$ cat src/rtl/apple_placer.sv
// -----------------------------------------------------------------------------
// apple_placer
//   Keeps NUM_APPLES apple slots on a 2^CW x 2^CW grid. A rising edge of
//   good_coll retires the lowest valid apple under the snake head. Each retired
//   or reset-pending slot is then re-placed by a sequential search. The search
//   starts from the random source and steps the candidate cell by one until it
//   finds a cell that is clear of every body segment, the head and the other
//   live apples.
//
// Ports
//   clk, reset (async, active low), s_reset (sync, active high game restart)
//   x, y             renderer pixel query; apple is the registered hit
//   head_x, head_y   snake head cell
//   rand_x, rand_y   free-running random start cell
//   good_coll        level, high while the head overlaps an apple
//   body, body_len   segment cells and number of valid segments
//   apple_valid      per-slot valid
//   apple_xy         per-slot cell {x,y}
//   busy             placement search running
//   board_full       sticky, a search found no free cell
//   eaten            one-cycle pulse when a slot is retired
//
// FSM
//   state   | meaning
//   --------+-----------------------------------------------------------
//   S_IDLE  | wait for a pending slot, latch the lowest one
//   S_LOAD  | seed candidate from the random source
//   S_SCAN  | compare candidate against one body segment per cycle
//   S_CHECK | compare candidate against head and other live apples
// -----------------------------------------------------------------------------
module apple_placer #(
    parameter int              CW         = 4,
    parameter int              MAX_LENGTH = 16,
    parameter int              NUM_APPLES = 2,
    parameter logic [2*CW-1:0] INIT_XY    = (2*CW)'(8'b1100_0101)
) (
    input  logic                                     clk,
    input  logic                                     reset,
    input  logic                                     s_reset,
    input  logic [CW-1:0]                            x,
    input  logic [CW-1:0]                            y,
    input  logic [CW-1:0]                            head_x,
    input  logic [CW-1:0]                            head_y,
    input  logic [CW-1:0]                            rand_x,
    input  logic [CW-1:0]                            rand_y,
    input  logic                                     good_coll,
    input  logic [MAX_LENGTH-1:0][2*CW-1:0]          body,
    input  logic [$clog2(MAX_LENGTH+1)-1:0]          body_len,
    output logic                                     apple,
    output logic [NUM_APPLES-1:0]                    apple_valid,
    output logic [NUM_APPLES-1:0][2*CW-1:0]          apple_xy,
    output logic                                     busy,
    output logic                                     board_full,
    output logic                                     eaten
);

    localparam int PW = 2 * CW;
    localparam int LW = $clog2(MAX_LENGTH + 1);
    localparam int SW = (NUM_APPLES > 1) ? $clog2(NUM_APPLES) : 1;
    localparam int TW = PW + 1;

    // Every cell of the grid has been tried once when tries hits 2^(2*CW).
    localparam logic [TW-1:0] TRIES_MAX = {1'b1, {PW{1'b0}}};

    localparam logic [NUM_APPLES-1:0]         VALID_RST = NUM_APPLES'(1);
    localparam logic [NUM_APPLES-1:0]         PEND_RST  = ~(NUM_APPLES'(1));
    localparam logic [NUM_APPLES*PW-1:0]      XY_RST    = (NUM_APPLES*PW)'(INIT_XY);

    typedef enum logic [1:0] {
        S_IDLE  = 2'd0,
        S_LOAD  = 2'd1,
        S_SCAN  = 2'd2,
        S_CHECK = 2'd3
    } state_t;

    state_t                          state_q, state_d;
    logic [NUM_APPLES-1:0]           valid_q, valid_d;
    logic [NUM_APPLES-1:0][PW-1:0]   xy_q, xy_d;
    logic [NUM_APPLES-1:0]           pend_q, pend_d;
    logic [SW-1:0]                   sel_q, sel_d;
    logic [PW-1:0]                   cand_q, cand_d;
    logic [LW-1:0]                   idx_q, idx_d;
    logic [TW-1:0]                   tries_q, tries_d;
    logic                            full_q, full_d;
    logic                            eaten_q, eaten_d;
    logic                            apple_q, apple_d;
    logic                            gc_r0_q, gc_r1_q;

    logic [LW-1:0]                   len_eff;
    logic [PW-1:0]                   body_cur;
    logic                            scan_end;
    logic                            body_hit;
    logic                            check_hit;
    logic                            exhausted;
    logic                            any_pend;
    logic [SW-1:0]                   pend_sel;
    logic                            eat;
    logic                            eat_hit;
    logic [SW-1:0]                   eat_slot;
    logic [PW-1:0]                   head_xy;

    assign head_xy = {head_x, head_y};
    assign eat     = gc_r0_q & ~gc_r1_q;

    // -------------------------------------------------------------------------
    // Search and bookkeeping conditions
    // -------------------------------------------------------------------------
    always_comb begin
        len_eff = (body_len > LW'(MAX_LENGTH)) ? LW'(MAX_LENGTH) : body_len;

        // Segment mux; idx_q only reaches len_eff, which never selects a
        // segment because scan_end takes priority there.
        body_cur = '0;
        for (int i = 0; i < MAX_LENGTH; i++) begin
            if (idx_q == LW'(i)) begin
                body_cur = body[i];
            end
        end

        scan_end  = (idx_q == len_eff);
        body_hit  = (body_cur == cand_q);
        exhausted = (tries_q == TRIES_MAX);

        check_hit = (cand_q == head_xy);
        for (int i = 0; i < NUM_APPLES; i++) begin
            if (valid_q[i] && (SW'(i) != sel_q) && (xy_q[i] == cand_q)) begin
                check_hit = 1'b1;
            end
        end

        // Descending loops so the lowest index wins.
        any_pend = |pend_q;
        pend_sel = '0;
        for (int i = NUM_APPLES - 1; i >= 0; i--) begin
            if (pend_q[i]) begin
                pend_sel = SW'(i);
            end
        end

        eat_hit  = 1'b0;
        eat_slot = '0;
        for (int i = NUM_APPLES - 1; i >= 0; i--) begin
            if (eat && valid_q[i] && (xy_q[i] == head_xy)) begin
                eat_hit  = 1'b1;
                eat_slot = SW'(i);
            end
        end
    end

    // -------------------------------------------------------------------------
    // FSM: state register
    // -------------------------------------------------------------------------
    always_ff @(posedge clk or negedge reset) begin
        if (!reset) begin
            state_q <= S_IDLE;
        end else if (s_reset) begin
            state_q <= S_IDLE;
        end else begin
            state_q <= state_d;
        end
    end

    // -------------------------------------------------------------------------
    // FSM: next state
    // -------------------------------------------------------------------------
    always_comb begin
        state_d = state_q;
        unique case (state_q)
            S_IDLE: begin
                if (any_pend) state_d = S_LOAD;
            end
            S_LOAD: begin
                state_d = S_SCAN;
            end
            S_SCAN: begin
                if (exhausted)     state_d = S_IDLE;
                else if (scan_end) state_d = S_CHECK;
            end
            S_CHECK: begin
                if (exhausted)      state_d = S_IDLE;
                else if (check_hit) state_d = S_SCAN;
                else                state_d = S_IDLE;
            end
            default: state_d = S_IDLE;
        endcase
    end

    // -------------------------------------------------------------------------
    // FSM: outputs
    // -------------------------------------------------------------------------
    always_comb begin
        busy = (state_q != S_IDLE);
    end

    // -------------------------------------------------------------------------
    // Datapath next state
    // -------------------------------------------------------------------------
    always_comb begin
        valid_d = valid_q;
        xy_d    = xy_q;
        pend_d  = pend_q;
        sel_d   = sel_q;
        cand_d  = cand_q;
        idx_d   = idx_q;
        tries_d = tries_q;
        full_d  = full_q;

        unique case (state_q)
            S_IDLE: begin
                if (any_pend) sel_d = pend_sel;
            end
            S_LOAD: begin
                cand_d  = {rand_x, rand_y};
                idx_d   = '0;
                tries_d = '0;
            end
            S_SCAN: begin
                if (exhausted) begin
                    full_d = 1'b1;
                    for (int i = 0; i < NUM_APPLES; i++) begin
                        if (SW'(i) == sel_q) pend_d[i] = 1'b0;
                    end
                end else if (!scan_end) begin
                    if (body_hit) begin
                        cand_d  = cand_q + PW'(1);
                        idx_d   = '0;
                        tries_d = tries_q + TW'(1);
                    end else begin
                        idx_d = idx_q + LW'(1);
                    end
                end
            end
            S_CHECK: begin
                if (exhausted) begin
                    full_d = 1'b1;
                    for (int i = 0; i < NUM_APPLES; i++) begin
                        if (SW'(i) == sel_q) pend_d[i] = 1'b0;
                    end
                end else if (check_hit) begin
                    cand_d  = cand_q + PW'(1);
                    idx_d   = '0;
                    tries_d = tries_q + TW'(1);
                end else begin
                    for (int i = 0; i < NUM_APPLES; i++) begin
                        if (SW'(i) == sel_q) begin
                            xy_d[i]    = cand_q;
                            valid_d[i] = 1'b1;
                            pend_d[i]  = 1'b0;
                        end
                    end
                end
            end
            default: ;
        endcase

        // Retiring only touches valid slots; the slot being placed is
        // pending and therefore invalid, so the two never collide.
        eaten_d = eat_hit;
        for (int i = 0; i < NUM_APPLES; i++) begin
            if (eat_hit && (SW'(i) == eat_slot)) begin
                valid_d[i] = 1'b0;
                pend_d[i]  = 1'b1;
            end
        end

        apple_d = 1'b0;
        for (int i = 0; i < NUM_APPLES; i++) begin
            if (valid_q[i] && (xy_q[i] == {x, y})) apple_d = 1'b1;
        end
    end

    // -------------------------------------------------------------------------
    // Datapath registers
    // -------------------------------------------------------------------------
    always_ff @(posedge clk or negedge reset) begin
        if (!reset) begin
            valid_q <= VALID_RST;
            xy_q    <= XY_RST;
            pend_q  <= PEND_RST;
            sel_q   <= '0;
            cand_q  <= '0;
            idx_q   <= '0;
            tries_q <= '0;
            full_q  <= 1'b0;
            eaten_q <= 1'b0;
            apple_q <= 1'b0;
            gc_r0_q <= 1'b0;
            gc_r1_q <= 1'b0;
        end else if (s_reset) begin
            valid_q <= VALID_RST;
            xy_q    <= XY_RST;
            pend_q  <= PEND_RST;
            sel_q   <= '0;
            cand_q  <= '0;
            idx_q   <= '0;
            tries_q <= '0;
            full_q  <= 1'b0;
            eaten_q <= 1'b0;
            apple_q <= 1'b0;
            gc_r0_q <= 1'b0;
            gc_r1_q <= 1'b0;
        end else begin
            valid_q <= valid_d;
            xy_q    <= xy_d;
            pend_q  <= pend_d;
            sel_q   <= sel_d;
            cand_q  <= cand_d;
            idx_q   <= idx_d;
            tries_q <= tries_d;
            full_q  <= full_d;
            eaten_q <= eaten_d;
            apple_q <= apple_d;
            gc_r0_q <= good_coll;
            gc_r1_q <= gc_r0_q;
        end
    end

    assign apple       = apple_q;
    assign apple_valid = valid_q;
    assign apple_xy    = xy_q;
    assign board_full  = full_q;
    assign eaten       = eaten_q;

endmodule

$ cat config.mk
export PLATFORM = sky130hd
export DESIGN_NAME = apple_placer
export DESIGN_NICKNAME = d
export VERILOG_FILES = /design/src/rtl/apple_placer.sv
export SDC_FILE = /design/constraint.sdc
export NUM_CORES = 1
export LEC_CHECK = 0
export CAP_MARGIN = 20
export CORE_MARGIN = 2
export CORE_UTILIZATION = 42
export DETAILED_ROUTE_END_ITERATION = 10
export PLACE_DENSITY = 0.79
export SYNTH_ARGS = -nofsm -noshare
export SYNTH_HDL_FRONTEND = slang
export SYNTH_SLANG_ARGS = --single-unit
$ cat constraint.sdc
create_clock -name clk -period 3.85 [get_ports clk]
set_input_delay 0.9625 -clock clk [delete_from_list [all_inputs] [get_ports clk]]
set_output_delay 0.9625 -clock clk [all_outputs]
set_load 0.03 [all_outputs]
# == Word-level counts from Yosys, hierarchy flattened ==
# Index checks and enable logic that the tools add are counted.
# word_totals
register_bits,50
input_bits,161
output_inout_bits,22
word_cells,198
# op_classes
add_sub_neg,3
magnitude_cmp,1
eq_ne,47
n_mux,87
bitwise,4
n_reduce_logical,40
# ops
operator,count
8-bit two-way mux,24
8-bit == test,8
16-bit two-way mux,4
9-bit two-way mux,6
5-bit by 4-bit == test with 1-bit output (second input constant),8
5-bit two-way mux,7
2-bit two-way mux,14
1-bit two-way mux,27
9-bit one-hot mux with 3 select lines,1
8-bit one-hot mux with 3 select lines,1
5-bit by 3-bit == test with 1-bit output (second input constant),4
3-bit inequality test (second input constant),6
4-bit AND reduction,4
3-bit by 2-bit inequality test with 1-bit output (second input constant),5
5-bit one-hot mux with 3 select lines,1
2-bit nonzero test,7
1-bit logical AND,12
4-bit inequality test (second input constant),3
4-bit nonzero test,3
5-bit by 2-bit == test with 1-bit output (second input constant),2
5-bit inequality test (second input constant),2
9-bit by 1-bit adder with 9-bit output (second input constant),1
9-bit == test (second input constant),1
3-bit nonzero test,3
other kinds (19),28

# == Depth between registers and ports, before layout ==
# Gate-level depths: netlist of run 1.
# depth
word_depth,23
depth_mapped,17
mapped_depth_nobuf,14

# == Worst setup path after synthesis of run 1 ==
# OpenSTA, ideal clock, no wires.
# synth_path
path_kind,reg-to-reg
startpoint,reg idx_q[0]
endpoint,reg cand_q[2]
setup_ns,0.136
arrival_time_ns,3.582
t_required_ns,3.714
slack_ns,0.132
path_stages_with_launch,18
n_path_buf,3
synth_period_minus_slack_ns,3.718
path_cell_list,dfrtp_1 -> ha_1 -> clkbuf_1 -> inv_1 -> clkbuf_1 -> nor3_1 -> ha_1 -> clkinv_1 -> and3_1 -> a211oi_1 -> o211ai_1 -> a21o_1 -> a221oi_1 -> nand4_2 -> a21oi_4 -> buf_6 -> o21a_1 -> o32ai_1
# synth_between
elab_chain_cells,20
elab_cells_between_ends,37
cone_classes,eq/ne: 19; mux: 16; reduce/logical: 2
# synth_rtl
element,line_no,source
"start, declared",82,"logic [LW-1:0] idx_q, idx_d;"
"start signal, assigned",308,idx_q <= idx_d;
5-bit zero test,115,if (idx_q == LW'(i)) begin
8-bit two-way mux (16 in series),115,
8-bit == test,121,body_hit = (body_cur == cand_q);
3-bit inequality test (no source line),-,
6-bit AND reduction (no source line) *,-,
"end signal, assigned",307,cand_q <= cand_d;
"end, declared",81,"logic [PW-1:0] cand_q, cand_d;"
# Mark *: on every way between the ends. The rest lies on a longest branch, timed or not.
# A chain may end at the register's enable or synchronous reset.

# == Worst setup path in the final report of run 1 ==
# layout_path
startpoint,reg idx_q[0]
endpoint,reg cand_q[5]
# The elaborated chain is that of the path after synthesis.

==> results of run 1 <==
## routing by layer
| layer | vias up | routed length (um) | global-route usage [%] |
|---|---|---|---|
| li1 | 2875 | - | - |
| met1 | 2989 | 9220 | 41.9 |
| met2 | 327 | 10000 | 50.0 |
| met3 | 73 | 1760 | 5.28 |
| met4 | 0 | 896 | 14.0 |
| met5 | - | 0 | 0 |
## flip-flops by register name (all words and copies together), names as in the netlist, 2 cells and up
name,flops
apple_valid,2
apple_xy,16
cand_q,8
idx_q,5
pend_q,2
state_q,2
tries_q,9
## logic make-up (layout without fill, tap and decap cells)
| family | count (synthesis) | after routing | synth area share [%] |
|---|---|---|---|
| AND/OR/NAND/NOR | 261 | 261 | 27.5 |
| AO/OA/AOI/OAI | 206 | 206 | 26.8 |
| buffers and inverters | 82 | 267 | 6.47 |
| XOR/XNOR | 58 | 58 | 9.69 |
| flip-flops | 50 | 50 | 24.0 |
| multiplexers | 18 | 18 | 3.56 |
| adder cells (fa/ha/maj) | 8 | 8 | 1.91 |
| other | 0 | 1 | 0 |
## worst reg2reg max path: cells and delay by family (launching register included)
kind | cells | cell delay [ps]
AO/OA/AOI/OAI | 5 | 1300
AND/OR/NAND/NOR | 4 | 850
flip-flops | 1 | 440
buffers and inverters | 2 | 420
multiplexers | 1 | 390
adder cells (fa/ha/maj) | 1 | 240
## layout make-up
cell class / count / share of cell area, %
clock inverters: 3 / 0.378
diodes: 1 / 0.0328
inverters: 33 / 1.67
repair buffers: 226 / 28.7
flip-flops and latches: 50 / 16.5
multi-input cells: 551 / 48.3
clock buffers: 5 / 1.64
well taps: 168 / 2.76
## final timing paths
kind                            startpoint          end  slack (ps)
worst max register to register    idx_q[0]    cand_q[5]         110
worst min-delay path             pend_q[0]        sel_q         480
worst min register to register   pend_q[0]        sel_q         480
min in group asynchronous            reset        apple         530
worst max-delay path              idx_q[0]    cand_q[5]         110
max in group asynchronous            reset  apple_xy[7]        2760
## per-stage QoR
| step | setup TNS [ps] | std cells |
|---|---|---|
| floorplan | 0 | 683 |
| global placement | -527 | 1025 |
| detailed placement | -1220 | 1025 |
| CTS | 0 | 1033 |
| global route | -51.2 | 1037 |
| finish | 0 | 1037 |
## placed cells by master, fill, tap and decap left out, drive strengths merged, types with 9 or more instances in the layout
| master | netlist | final |
|---|---|---|
| inv | 31 | 32 |
| nand2b | 16 | 16 |
| nor3 | 20 | 20 |
| a21oi | 62 | 62 |
| nand2 | 53 | 53 |
| clkdlybuf4s50 | 0 | 181 |
| nor2 | 54 | 54 |
| xnor2 | 24 | 24 |
| nor3b | 9 | 9 |
| xor2 | 34 | 34 |
| a21o | 11 | 11 |
| dfrtp | 44 | 44 |
| buf | 27 | 45 |
| nor4 | 11 | 11 |
| o21ai | 33 | 33 |
| nor2b | 16 | 16 |
| mux2i | 13 | 13 |
| nand3 | 20 | 20 |
| nand4 | 14 | 14 |
## power by group through the flow
stage / clock network, mW / registers [mW] / logic, mW
5_1_grt: 0.493 / 0.677 / 0.792
3_5_place_dp: 0 / 0.678 / 0.702
2_1_floorplan: 0 / 0.640 / 0.387
4_1_cts: 0.468 / 0.668 / 0.710
6_report: 0.462 / 0.673 / 0.741
3_3_place_gp: 0 / 0.677 / 0.692
## repair_timing
action / in CTS / in global routing
gates resized for setup: 2 / 12
setup endpoints to repair: 1 / 18
setup buffers: 0 / 2
pin swaps: 0 / 1
==> run metrics, run 1 <==
maximum clock rate about 270 MHz; top cell type's share of synthesized area between 20% and 30%; Via density just over 6; die height roughly 120 um; Hold Path Class flop to flop; worst hold margin approximately 480 ps; CTS Buf Count 5; crit path max-delay cell type dfrtp_1; Max VDD drop 0.291 mV; fillcell total ~1.1k; Final setup viols 0; Synth Register Bits 50; hold_buf cts 0; Layout Utilization 62.9%; Startpoint Class flop; most frequent CP cell buf_4; max_slew headroom a little under half; first-pass GRT wire length around 33 mm; ANT nets after route 0; Final min period 3740 ps; Sw Pwr 0.672 mW; slew of the pin with the lowest slew margin slightly above 800 ps; synth unique cells 87; total power around 1.9 mW; io pins 183; Mapped Cells 683; design area 0.00762 mm^2; final slew viol count 0; sequential share of power a little over a third; Syn Area/Cell between 7 and 8 um^2; final net count between 1k and 1.5k; DRC violations left 0; vias in the first global route around 6.2k; outcome finished, final reports clean; Longest Clk Path Bufs 2; synthesized cell area roughly 0.0052 mm^2; ys async rst share between 90% and 100%; largest cells by area after synthesis dfrtp_1 21%, a21oi_1 5.8%, xor2_1 5.7%; PortBufs 182; Buf/Inv on CP 2; clock skew between 7 and 8 ps; initial antenna violation count 1; Placer Congestion a little under 1; multi-input logic area 0.00368 mm^2; Sw Ratio a little over a third; Die W 116 um; Internal Power 1.20 mW; Post-synth EDFFs 0; Core Box Area ~0.012 mm^2; First-pass DRT Iterations 5; # rows 40; Final Cycle Share between 90% and 100%; CP peak stage delay between 400 and 500 ps; power density over cell area 246 mW/mm^2; Initial Utilization between 40% and 50%; nature of the critical path endpoint flop; Crit path max-delay family compound AO/OA/AOI/OAI gates; Synth Flop Type dfrtp_1; Final Hold Viols 0; reg2reg path depth 13; clk slew on worst S/H paths 80 ps; Max H-tree Level 2; Setup CP Type flop to flop; pre-CTS setup slack -198 ps; Arr. time, crit path 3910 ps; final wirelength roughly 22 mm; Synth Net Count ~850; Critical Path Stages 13; final worst slack around 110 ps; die area roughly 0.013 mm^2; Total GRT Usage a little under a third; Post-DP HPWL ~17 mm; Hold Path Cell Cnt 1; count leader, synth a21oi_1; synth cell count leaders 61 x a21oi_1, 54 x nor2_1, 51 x nand2_1; CTS sink cnt 50; P&R area growth vs syn 45.4%; sequential cell area roughly 0.0013 mm^2; CTS tree done; Critical Path RT between 4000 and 5000 ps; Initial DRC Count about 600; root buffer cell clkbuf_16; vias after detailed routing approximately 6.3k; fraction of layout cells with a size suffix above 1 10.6%; largest net degree at the start of global routing 51; Area after DPL 0.00737 mm^2; Skew-Pair Late Insertion Delay roughly 290 ps; Seq/Total Area, Yosys about a quarter; Ys Warns 0; Pleak around 3 nW; max cap viols 0; Yosys top cell by area dfrtp_1; wire per inst 21.1 um; critical path cell sequence ha_1 > buf_4 > and4bb_2 > a22oi_1 > o31ai_1 > o311ai_1 > mux2_1 > a311oi_2 > nand4_2 > buf_4 > nand2_1 > nand2_4 > o32ai_2; total grt overflow 0; Combinational Power Share between 30% and 40%; CP Max Fanout 24; clock network power share around 25%
No activity file was read; power rests on OpenSTA's default activity.
==> run 2: changes to the inputs <==
ABC_AREA = 1   (was default)
ABC_CLOCK_PERIOD_IN_PS = 3850   (was default)
==> run 2 against run 1 <==
Synthesized area rose by 0.36%; sequential share of layout area rose by 0.46 points; critical path type unchanged; wire length fell by 14%; clock power rose by 27%; global-route usage fell by 3.7 points; core utilization fell by 1.7 points; register-to-register slack improved by 300 ps; first-iteration DRC count fell by 1.2%.
==> run metrics, run 2 <==
synth cell count leaders 292 x nand2_1, 141 x inv_1, 113 x nand3_1; outcome finished, final reports clean; Post-synth EDFFs 0 (unchanged); Synth Flop Type dfrtp_1; setup tns final 0 ps (unchanged); Longest Clk Path Bufs 2 (unchanged); r2r endpoint cand_q[7]; Placer Congestion 0.976 (-1.8%); Worst Hold Endpoint gc_r1_q; CTS tree done; vias after detailed routing 6431 (+2.7%); nature of the critical path endpoint flop; CTS Buf Count 5 (unchanged); CP Max Fanout 12 (-50%); Yosys top cell by area dfrtp_1; max_slew headroom 49.0% (+3.0 points); Critical Path RT 4080 ps (+50 ps); Die W 116 um (+0.17%); max cap viols 0 (unchanged); Initial DRC Count 591 (-1.2%); Post-DP HPWL 14.9 mm (-11%); Hold Path Cell Cnt 2 (+1); PortBufs 182 (unchanged); Seq/Total Area, Yosys 23.9% (-0.086 points); io pins 183 (unchanged); Post-CTS Resized 0 (-2); DRC violations left 0 (unchanged); Arr. time, crit path 3670 ps (-240 ps); fraction of layout cells with a size suffix above 1 5.92% (-4.7 points); Ys Warns 0 (unchanged); Mapped Cells 911 (+33%); max FFs per register 16 (unchanged); crit path max-delay cell type dfrtp_1; most frequent CP cell nand2_1; # rows 40 (unchanged); Max VDD drop 0.217 mV (-26%); CTS sink cnt 50 (unchanged); initial antenna violation count 1 (unchanged); P&R area growth vs syn 41.0%; first-pass GRT wire length 29.6 mm (-9.9%); hold path startpoint gc_r0_q; largest net degree at the start of global routing 34 (-33%); Synth Register Bits 50 (unchanged); maximum clock rate 291 MHz (+8.8%); die height 116 um (+0.17%); Setup CP Type flop to flop; final slew viol count 0 (unchanged); Final min period 3430 ps (-303 ps); Syn Area/Cell 5.77 um^2 (-25%); die area 0.0134 mm^2 (+0.35%); ANT nets after route 0 (unchanged); Post-CTS Setup Inserts 0 (unchanged); Core Box Area 0.0121 mm^2 (unchanged); RSZ-0062 raised after global routing no; r2r setup slk 420 ps (+300 ps); reg2reg path depth 27 (+14); commonest non-fill, non-tap cells in the layout 292 x nand2_1, 181 x clkdlybuf4s50_1, 141 x inv_1; largest cells by area after synthesis dfrtp_1 21%, nand2_1 21%, nand3_1 11%; Total GRT Usage 27.7% (-3.7 points); Skew-Pair Late Insertion Delay 290 ps (about the same); top cell type's share of synthesized area 20.9% (-0.075 points); Startpoint Class flop; CP peak stage delay 420 ps (-20 ps); synthesized cell area 0.00526 mm^2 (+0.36%); slew of the pin with the lowest slew margin 765 ps (-45.4 ps); total grt overflow 0 (unchanged); Synth Net Count 1080 (+27%); vias in the first global route 5994 (-4.0%); Via density 5.14 (-15%); synth unique cells 42 (-52%); hold_buf cts 0 (unchanged); RR Startpoint idx_q[0]; wire per inst 15.0 um (-29%); Final setup viols 0 (unchanged); Hold Path Class flop to flop; clock skew 8.41 ps (+1.18 ps); Final Hold Viols 0 (unchanged); Final Cycle Share 89.2% (-7.9 points); final wirelength 18.8 mm (-14%); First-pass DRT Iterations 5 (unchanged); final net count 1249 (+21%); Pleak 3.47 nW (+12%); most common cell after layout, fill and taps aside nand2_1; Max H-tree Level 2 (unchanged); clk slew on worst S/H paths 70 ps (about the same); total power 1.94 mW (+3.7%); Initial Utilization 43.4% (+0.15 points); ys async rst share 100% (unchanged); root buffer cell clkbuf_16; power density over cell area 262 mW/mm^2 (+6.6%); count leader, synth nand2_1
-- run 2: critical path, delay by kind of cell, from the launching register on --
| family | cells | cell delay, ps |
|---|---|---|
| compound gates | 1 | 240 |
| fa+ha+maj | 1 | 200 |
| buf+inv | 4 | 530 |
| flops | 1 | 420 |
| simple gates | 21 | 1980 |
-- run 2: per-stage QoR --
step | instances | setup slack [ps] | instance area (um^2) | hold slack, ps | util [%]
floorplan | 911 | 1040 | 5260 | 441 | -
global route | 1250 | 64.2 | 7420 | 518 | 61.2
global placement | 1241 | 207 | 7210 | 450 | 59.6
detailed placement | 1241 | 172 | 7210 | 472 | 59.6
CTS | 1249 | 430 | 7410 | 488 | 61.2
finish | 1250 | 416 | 7420 | 482 | 61.2
-- run 2: worst max path at each step --
stage               startpoint          to  slack, ps
CTS                   idx_q[0]  tries_q[4]        430
floorplan             idx_q[0]   cand_q[2]       1040
global route          idx_q[0]  tries_q[2]         60
detailed placement     body[2]  tries_q[1]        170
finish                idx_q[0]   cand_q[7]        420
global placement       body[2]   cand_q[0]        210
-- run 2: cell families after synthesis --
| kind of cell | Yosys count | synth area share (%) |
|---|---|---|
| xor gates and xnor gates | 26 | 4.33 |
| AOI/OAI and AO/OA | 108 | 11.7 |
| buffers and inverters | 183 | 13.7 |
| DFF | 50 | 23.9 |
| and+or+nand+nor | 536 | 44.4 |
| adders and majority gates | 8 | 1.90 |
-- run 2: where the power goes --
part | total, mW | switching, mW | internal (mW)
Clock | 0.587 | 0.197 | 0.390
Sequential | 0.660 | 0.0894 | 0.570
Combinational | 0.698 | 0.368 | 0.330
-- run 2: area by class of cell --
| cell class | instances | area, um^2 |
|---|---|---|
| inverter | 153 | 574 |
| antenna | 1 | 2.50 |
| clock inverter | 2 | 60.1 |
| fill | 1198 | 4700 |
| multi-input combinational | 678 | 3280 |
| tap | 168 | 210 |
| sequential | 50 | 1260 |
| timing repair buffer | 192 | 1890 |
| clock buffer | 6 | 139 |
-- run 2: routing by layer --
metal / share of wire (%) / vias up / GRT usage [%]
li1: - / 3222 / -
met1: 43 / 2883 / 37.5
met2: 46 / 294 / 46.2
met3: 9.5 / 32 / 4.65
met4: 2.0 / 0 / 6.59
met5: 0 / - / 0
==> run 3: changes to the inputs <==
CELL_PAD_IN_SITES_DETAIL_PLACEMENT = 0   (was default)
CELL_PAD_IN_SITES_GLOBAL_PLACEMENT = 1   (was default)
CORE_UTILIZATION = 28   (was 42)
PLACE_DENSITY = 0.8   (was 0.79)
SLEW_MARGIN = 0   (was default)
==> run 3 against run 2 <==
Core utilization down 21 points; fmax down 1.4%; clock-buffer cell count grew 1; non-clock buffer count rose by 1; combinational power rose by 1%; wire length is 7.8% higher; total power decreased by 5.1%; cell area is 0.74% higher.
==> run metrics, run 3 (same netlist as run 2, synthesis figures left out) <==
final net count 1250 (+0.080%); max layer used met4; Worst Hold Endpoint gc_r1_q; Skew-Pair Late Insertion Delay 290 ps (about the same); io pins 183 (unchanged); clk slew on worst S/H paths 70 ps (about the same); max cap viols 0 (unchanged); first-pass GRT wire length 31.9 mm (+7.5%); P&R area growth vs syn 42.0%; fraction of layout cells with a size suffix above 1 6.01% (+0.087 points); most common cell after layout, fill and taps aside nand2_1; CP peak stage delay 420 ps (about the same); initial antenna violation count 0 (-1); commonest non-fill, non-tap cells in the layout 292 x nand2_1, 181 x clkdlybuf4s50_1, 141 x inv_1; RR Startpoint idx_q[0]; vias in the first global route 5997 (+0.050%); clock skew 5.10 ps (-3.31 ps); maximum clock rate 287 MHz (-1.4%); diode count 0 (-1); Startpoint Class flop; DRC violations left 0 (unchanged); Crit path max-delay family simple AND/OR/NAND/NOR gates; r2r setup slk 370 ps (-50 ps); Buf/Inv on CP 3 (-1); Die W 141 um (+22%); met2 wire length 8.98 mm (+4.6%); Total GRT Usage 19.8% (-7.8 points); most frequent CP cell nand2_1; sequential cell area 0.00126 mm^2 (unchanged); largest net degree at the start of global routing 34 (unchanged); Setup CP Type flop to flop; Hold Path Class flop to flop; Max VDD drop 0.197 mV (-9.0%); Non-Filler Instances 1316 (+5.3%); r2r endpoint tries_q[7]; # rows 50 (+25%); nature of the critical path endpoint flop; hold path startpoint gc_r0_q; slew of the pin with the lowest slew margin 780 ps (+15.4 ps); root buffer cell clkbuf_16; crit path max-delay cell type dfrtp_1; Post-CTS Setup Inserts 0 (unchanged); Final Cycle Share 90.5% (+1.3 points); wire length on met1 9.87 mm (+23%); RSZ-0062 raised after global routing no; reg2reg path depth 29 (+7.4%); Pleak 3.45 nW (-0.35%); CP Max Fanout 14 (+2); setup tns final 0 ps (unchanged); die height 141 um (+22%); Hold Path Cell Cnt 2 (unchanged); Critical Path RT 4080 ps (about the same); Via density 4.82 (-6.4%); Final min period 3480 ps (+49.7 ps); Max H-tree Level 2 (unchanged); fillcell total 2015 (+68%); final wirelength 20.2 mm (+7.8%); max_slew headroom 48.0% (-1.0 points); CTS sink cnt 50 (unchanged); vias after detailed routing 6339 (-1.4%); CTS tree done; outcome finished, final reports clean; WL met3 1.22 mm (-32%); ANT nets after route 0 (unchanged); total grt overflow 0 (unchanged); max FFs per register 16 (unchanged); CTS Buf Count 5 (unchanged); First-pass DRT Iterations 6 (+1); power density over cell area 247 mW/mm^2 (-5.8%); wire per inst 15.4 um (+2.4%); die area 0.0199 mm^2 (+48%); Placer Congestion 0.904 (-7.4%); Core Box Area 0.0186 mm^2 (+53%); multi-input logic area 0.00328 mm^2 (+0.15%); final slew viol count 0 (unchanged); PortBufs 182 (unchanged); Initial DRC Count 385 (-35%); Arr. time, crit path 3710 ps (+40 ps); Post-DP HPWL 15.9 mm (+6.7%); Longest Clk Path Bufs 2 (unchanged); Placed Cells 1308 (+5.4%); Initial Utilization 28.3% (-15 points); Final Hold Viols 0 (unchanged); Final setup viols 0 (unchanged)
-- run 3: layout make-up --
cell class	count	share of cell area [%]
clock buffer	7	2.04
sequential	50	16.8
multi-input combinational	678	44.0
tap	234	3.92
timing repair buffer	193	25.4
clock inverter	1	0.117
inverter	153	7.69
-- run 3: power breakdown --
| group | switching, mW | internal (mW) |
|---|---|---|
| sequential | 0.0913 | 0.570 |
| combinational | 0.375 | 0.333 |
| clock | 0.199 | 0.278 |
| total | 0.665 | 1.18 |
-- run 3: how the worst max path moves through the flow --
stage	start	to	slack, ps	depth (start not counted)
CTS	idx_q[1]	idx_q[2]	330	27
detailed placement	body[7]	idx_q[2]	130	25
global placement	body[7]	idx_q[2]	170	25
finish	idx_q[0]	tries_q[7]	370	29
global route	idx_q[1]	idx_q[2]	10	27
floorplan	idx_q[0]	cand_q[2]	1040	29
-- run 3: worst reg2reg max path: cells and delay by family, from the launching register on --
family	cells	cell delay [ps]
AND/OR/NAND/NOR	25	2390
adder cells (fa/ha/maj)	1	190
flip-flops	1	420
buffers and inverters	3	440
-- run 3: stage by stage --
step | setup WS (ps) | total power, mW | area (um^2) | hold WS, ps | utilization, %
finish | 366 | 1.85 | 7470 | 473 | 40.2
global route | 12.7 | 1.96 | 7470 | 495 | 40.2
CTS | 328 | 1.85 | 7470 | 483 | 40.2
detailed placement | 130 | 1.37 | 7300 | 468 | 39.3
global placement | 168 | 1.37 | 7300 | 456 | 39.3
floorplan | 1040 | 1.01 | 5260 | 441 | -
-- run 3: what timing repair did --
action,in CTS,in global routing
gates resized for setup,0,1
endpoints found under the setup margin,0,8
hold buffers,0,0
-- run 3: routing by layer --
metal  vias to the layer above  GRT usage [%]
met5                         -              0
met4                         0           2.95
met3                        13           2.48
met2                       203           31.8
met1                      2892           29.0
li1                       3231              -
